--- src/rtl/memory_requester.sv ---
// Cache-miss initiator toward main memory: optional dirty-line write-back,
// then the line fill read, with start gating on mem_in_use and a per-transaction timeout.
module memory_requester #(
    parameter int MEMORY_ADDRESS_SIZE = 32,
    parameter int CACHE_LINE_SIZE     = 128,
    parameter int TIMEOUT_CYCLES      = 64
) (
    input  logic                           clk,
    input  logic                           reset,
    input  logic                           req_valid,
    output logic                           req_ready,
    input  logic                           req_writeback,
    input  logic [MEMORY_ADDRESS_SIZE-1:0] req_wb_address,
    input  logic [CACHE_LINE_SIZE-1:0]     req_wb_line,
    input  logic [MEMORY_ADDRESS_SIZE-1:0] req_fill_address,
    output logic                           resp_valid,
    output logic [CACHE_LINE_SIZE-1:0]     resp_line,
    output logic                           resp_error,
    output logic                           mem_enable,
    output logic                           mem_op,
    output logic [MEMORY_ADDRESS_SIZE-1:0] mem_address,
    output logic [CACHE_LINE_SIZE-1:0]     mem_data_in,
    input  logic [CACHE_LINE_SIZE-1:0]     mem_data_out,
    input  logic                           mem_data_ready,
    input  logic                           mem_in_use
);

    localparam int OFFSET_BITS = $clog2(CACHE_LINE_SIZE / 8);
    localparam int CNT_W       = $clog2(TIMEOUT_CYCLES + 1);
    localparam logic [MEMORY_ADDRESS_SIZE-1:0] ALIGN_MASK =
        {{(MEMORY_ADDRESS_SIZE - OFFSET_BITS){1'b1}}, {OFFSET_BITS{1'b0}}};

    typedef enum logic [2:0] {
        IDLE,
        WB_REQ,
        WB_GAP,
        FILL_REQ,
        RESP
    } state_t;

    state_t                         state, state_next;
    logic                           enable_next;
    logic                           capture;
    logic                           fill_done;
    logic                           timed_out;
    logic                           timeout_hit;
    logic [CNT_W-1:0]               timeout_count;
    logic [MEMORY_ADDRESS_SIZE-1:0] wb_address;
    logic [MEMORY_ADDRESS_SIZE-1:0] fill_address;
    logic [CACHE_LINE_SIZE-1:0]     wb_line;

    // Last enabled cycle without data_ready: dropping here keeps enable high exactly TIMEOUT_CYCLES.
    assign timeout_hit = mem_enable && !mem_data_ready &&
                         (timeout_count == CNT_W'(TIMEOUT_CYCLES - 1));

    always_comb begin
        state_next  = state;
        enable_next = 1'b0;
        capture     = 1'b0;
        fill_done   = 1'b0;
        timed_out   = 1'b0;
        case (state)
            IDLE: begin
                if (req_valid) begin
                    capture     = 1'b1;
                    state_next  = req_writeback ? WB_REQ : FILL_REQ;
                    enable_next = !mem_in_use;
                end
            end
            WB_REQ: begin
                if (!mem_enable) begin
                    enable_next = !mem_in_use;
                end else if (mem_data_ready) begin
                    state_next = WB_GAP;
                end else if (timeout_hit) begin
                    state_next = RESP;
                    timed_out  = 1'b1;
                end else begin
                    enable_next = 1'b1;
                end
            end
            WB_GAP: begin
                state_next  = FILL_REQ;
                enable_next = !mem_in_use;
            end
            FILL_REQ: begin
                if (!mem_enable) begin
                    enable_next = !mem_in_use;
                end else if (mem_data_ready) begin
                    state_next = RESP;
                    fill_done  = 1'b1;
                end else if (timeout_hit) begin
                    state_next = RESP;
                    timed_out  = 1'b1;
                end else begin
                    enable_next = 1'b1;
                end
            end
            RESP: begin
                state_next = IDLE;
            end
            default: begin
                state_next = IDLE;
            end
        endcase
    end

    always_ff @(posedge clk) begin
        if (reset) begin
            state         <= IDLE;
            mem_enable    <= 1'b0;
            timeout_count <= '0;
            wb_address    <= '0;
            fill_address  <= '0;
            wb_line       <= '0;
            resp_line     <= '0;
            resp_error    <= 1'b0;
        end else begin
            state      <= state_next;
            mem_enable <= enable_next;

            if (state_next != state) begin
                timeout_count <= '0;
            end else if (mem_enable) begin
                timeout_count <= timeout_count + CNT_W'(1);
            end

            if (capture) begin
                wb_address   <= req_wb_address;
                fill_address <= req_fill_address;
                wb_line      <= req_wb_line;
                resp_error   <= 1'b0;
            end

            if (fill_done) begin
                resp_line  <= mem_data_out;
                resp_error <= 1'b0;
            end else if (timed_out) begin
                resp_line  <= '0;
                resp_error <= 1'b1;
            end
        end
    end

    assign req_ready   = (state == IDLE);
    assign resp_valid  = (state == RESP);
    assign mem_op      = (state == WB_REQ);
    assign mem_address = ((state == WB_REQ) ? wb_address : fill_address) & ALIGN_MASK;
    assign mem_data_in = wb_line;

endmodule

--- config.mk ---
export PLATFORM = sky130hd
export DESIGN_NAME = memory_requester
export DESIGN_NICKNAME = d
export VERILOG_FILES = /design/src/rtl/memory_requester.sv
export SDC_FILE = /design/constraint.sdc
export NUM_CORES = 1
export LEC_CHECK = 0
export CORE_AREA = 2 2 241 243
export DETAILED_ROUTE_END_ITERATION = 16
export DIE_AREA = 0 0 243 245
export RECOVER_POWER = 100
export SYNTH_ARGS = -nofsm -noshare
export SYNTH_HDL_FRONTEND = slang
export SYNTH_SLANG_ARGS = --single-unit
--- constraint.sdc ---
create_clock -name clk -period 1.8 [get_ports clk]
set_input_delay 0.18 -clock clk [delete_from_list [all_inputs] [get_ports clk]]
set_output_delay 0.18 -clock clk [all_outputs]
set_load 0.005 [all_outputs]
==> impl_metrics.sql <==
INSERT INTO impl_metrics (metric_group, metric, value, unit) VALUES
('status', 'result_of_the_run', 'finished with violations', ''),
('status', 'violations_in_the_final_reports', 'setup timing', ''),
('final_layout', 'layout_commonest_cell', 'nand2_1', ''),
('synthesis', 'asyncSetResetFlopFracSynth', '0', '%'),
('routing', 'dr_total_vias', '10933', ''),
('clock_network', 'clock_pin_transition_on_the_worst_setup_and_hold_timing_paths', '0.06', 'ns'),
('critical_path', 'capturing_point_of_the_worst_reg2reg_path', 'mem_data_in[64]', ''),
('power', 'power_report.internal_total', '13.3', 'mW'),
('floorplanning', 'dieArea', '0.0595', 'mm²'),
('routing', 'wirelength', '44100', 'µm'),
('critical_path', 'cp_launch_type', 'flop', ''),
('synthesis', 'synth.distinct_cells', '35', ''),
('power', 'power.share.sequential', '43.6', '%'),
('power', 'combPwrFrac', '14.9', '%'),
('global_route', 'grt_remaining_overflow', '0', ''),
('clock_network', 'clock_insertion_delay_at_the_later_pin_of_the_skew_report', '0.53', 'ns'),
('synthesis', 'warnings_from_yosys', '0', ''),
('power', 'power.density', '877', 'mW/mm²'),
('final_layout', 'nets', '2144', ''),
('global_route', 'initial_antenna_violation_count', '2', ''),
('routing', 'highest-signal-layer', 'met5', ''),
('worst_hold_path', 'worstHoldPathType', 'input port to flop', ''),
('sta', 'fin_clk_skew', '0.0113', 'ns'),
('sta', 'rsz0062_at_grt', 'yes', ''),
('sta', 'relative_slew_slack', '51.1', '%'),
('final_layout', 'fillCellCount', '5823', ''),
('sta', 'timing.final.crit_share', '113', '%'),
('floorplanning', 'effective_utilization_at_floorplan', '19.6', '%'),
('routing', 'routed_length_on_met3', '4080', 'µm'),
('final_layout', 'area_occupied_by_registers', '0.00649', 'mm²'),
('synthesis', 'synthesis.area', '0.0112', 'mm²'),
('synthesis', 'postSynthAreaPerCell', '9.42', 'µm²'),
('synthesis', 'synth_largest_type_area_fraction', '57.9', '%'),
('placed_design', 'gp_congestion', '0.869', ''),
('clock_network', 'cts_tree', 'done', ''),
('routing', 'drt_iter0_drc', '331', ''),
('routing', 'dr.pass1.iters', '6', ''),
('synthesis', 'ys_seq_elements', '324', ''),
('sta', 'final-setup-viol-count', '166', ''),
('sta', 'max_clock_freq', '493', 'MHz'),
('clock_network', 'max-clock-path-buffers', '3', ''),
('power', 'p_leak', '8.22', 'nW'),
('sta', 'min_period', '2.03', 'ns'),
('final_layout', 'post-route-cell-area', '0.0199', 'mm²'),
('critical_path', 'worst_r2r_setup_slack', '-0.05', 'ns'),
('floorplanning', 'boundaryPins', '619', ''),
('critical_path', 'worstSetupEndpointType', 'output port', ''),
('floorplanning', 'die_width', '243', 'µm'),
('synthesis', 'synth-main-ff-cell', 'dfxtp_1', ''),
('synthesis', 'synth_top_cells_by_area', 'dfxtp_1 58%, nand2_1 13%, a22o_1 10%', ''),
('power', 'switching_share', '24.1', '%'),
('global_route', 'grt_use_total', '14.0', '%'),
('sta', 'tightestPinTransition', '0.734', 'ns'),
('sta', 'fin_ws', '-0.227', 'ns'),
('power', 'irDropWorstVdd', '0.000559', 'V'),
('floorplanning', 'die_height', '245', 'µm'),
('final_layout', 'syn2layout_area_growth', '78.1', '%'),
('critical_path', 'crit_arrival', '1.85', 'ns'),
('sta', 'finalHoldViolCount', '0', ''),
('final_layout', 'final_cell_mix', '372 x nand2_1, 320 x clkdlybuf4s50_1, 319 x dfxtp_1, 253 x dlygate4sd3_1, 184 x a21oi_1', ''),
('routing', 'drt-vias-per-instance', '4.20', ''),
('sta', 'timing.final.max_slew_violations', '0', ''),
('worst_hold_path', 'min_to', 'mem_data_in[58]', ''),
('clock_network', 'cts.root.buffer_cell', 'clkbuf_16', ''),
('final_layout', 'drive_gt1_share', '11.5', '%'),
('critical_path', 'required', '1.62', 'ns'),
('routing', 'wl_per_cell', '16.9', 'µm'),
('critical_path', 'crit_path_category', 'flop to output port', ''),
('run', 'drv.max_cap_violation_count', '0', ''),
('global_route', 'wire_length_of_the_first_global_routing_pass', '65400', 'µm'),
('synthesis', 'count_of_flip_flops_with_a_built_in_enable_after_synthesis', '0', '');
## synthesized netlist by cell type (2+ instances only)
| cell type | n |
|---|---|
| nor3_2 | 3 |
| xnor2_1 | 2 |
| buf_6 | 12 |
| o21ai_0 | 3 |
| a22o_1 | 128 |
| nand2_1 | 373 |
| buf_1 | 2 |
| nor2_1 | 12 |
| nor3_1 | 5 |
| xor2_1 | 3 |
| buf_2 | 34 |
| mux2_2 | 19 |
| clkbuf_1 | 28 |
| buf_4 | 24 |
| mux2_1 | 9 |
| a21oi_1 | 186 |
| and2_1 | 2 |
| inv_1 | 3 |
| dfxtp_1 | 324 |
## timing repair
action / CTS / global route
endpoints found under the setup margin: 166 / 171
endpoints found under the hold margin: 0 / 0
pin swaps: 5 / 4
gates cloned: 4 / 2
setup buffers: 8 / 2
hold buffers: 0 / 0
gates resized for setup: 198 / 15
## flip-flops by register name (all words and copies together) (netlist names)
signal and cells:
resp_error 1, resp_line 128, mem_data_in 128, mem_enable 1, wb_address 28, state 3
fill_address 28, timeout_count 7
## layer usage
metal	GRT usage [%]	vias up
met2	25.0	458
met5	0	-
li1	-	5276
met1	15.1	5133
met3	5.13	64
met4	4.87	2
## critical path, cell delays in order (launching register included)
cell and delay (ns):
dfxtp_2 0.32, nand2b_4 0.15, nor2_4 0.11, buf_6 0.16, buf_16 0.15, mux2_4 0.31, buf_6 0.12
## power groups by stage
| stage | Combinational, mW | Clock (mW) | Sequential, mW |
|---|---|---|---|
| global route | 2.82 | 7.79 | 7.66 |
| floorplan | 0.865 | 0 | 7.77 |
| finish | 2.61 | 7.26 | 7.63 |
| global placement | 2.46 | 0 | 7.77 |
| CTS | 2.70 | 7.52 | 7.64 |
| detailed placement | 2.48 | 0 | 7.78 |
## final cells by class
class	count	share of cell area [%]
Clock inverter	9	0.502
Inverter	3	0.0565
Antenna cell	1	0.0126
Timing Repair Buffer	687	35.5
Tap cell	765	4.80
Multi-Input combinational cell	764	21.4
Sequential cell	324	32.6
Clock buffer	50	5.19
## per-stage QoR
stage          instances  worst slack (ns)  power (mW)  setup TNS, ns
2_1_floorplan       1191             0.159        8.64              0
3_3_place_gp        2530            -0.553        10.2         -62.51
3_5_place_dp        2530            -0.549        10.3         -62.95
4_1_cts             2600            -0.367        17.9          -8.63
5_1_grt             2602            -0.317        18.3         -36.40
6_report            2603            -0.227        17.5          -8.29
## worst max-delay path by stage
| stage | cells past startpoint | slack [ns] | to | from |
|---|---|---|---|---|
| 4_1_cts | 7 | -0.37 | mem_address[27] | state[2] |
| 5_1_grt | 6 | -0.32 | mem_address[14] | state[2] |
| 6_report | 6 | -0.23 | mem_address[14] | state[2] |
| 3_3_place_gp | 6 | -0.55 | resp_line[65] | mem_data_ready |
| 2_1_floorplan | 7 | 0.16 | resp_line[55] | timeout_count[0] |
| 3_5_place_dp | 6 | -0.55 | resp_line[67] | mem_data_ready |
## logic make-up after synthesis
| family | Yosys count | share of synthesized area (%) |
|---|---|---|
| AOI/OAI and AO/OA | 322 | 18.8 |
| and+or+nand+nor | 403 | 14.3 |
| adders and majority gates | 1 | 0.112 |
| buffers and inverters | 103 | 5.44 |
| muxes | 29 | 2.91 |
| other | 1 | 0.0335 |
| xor gates and xnor gates | 5 | 0.391 |
| DFF | 324 | 57.9 |
(Power assumes the default switching activity.)
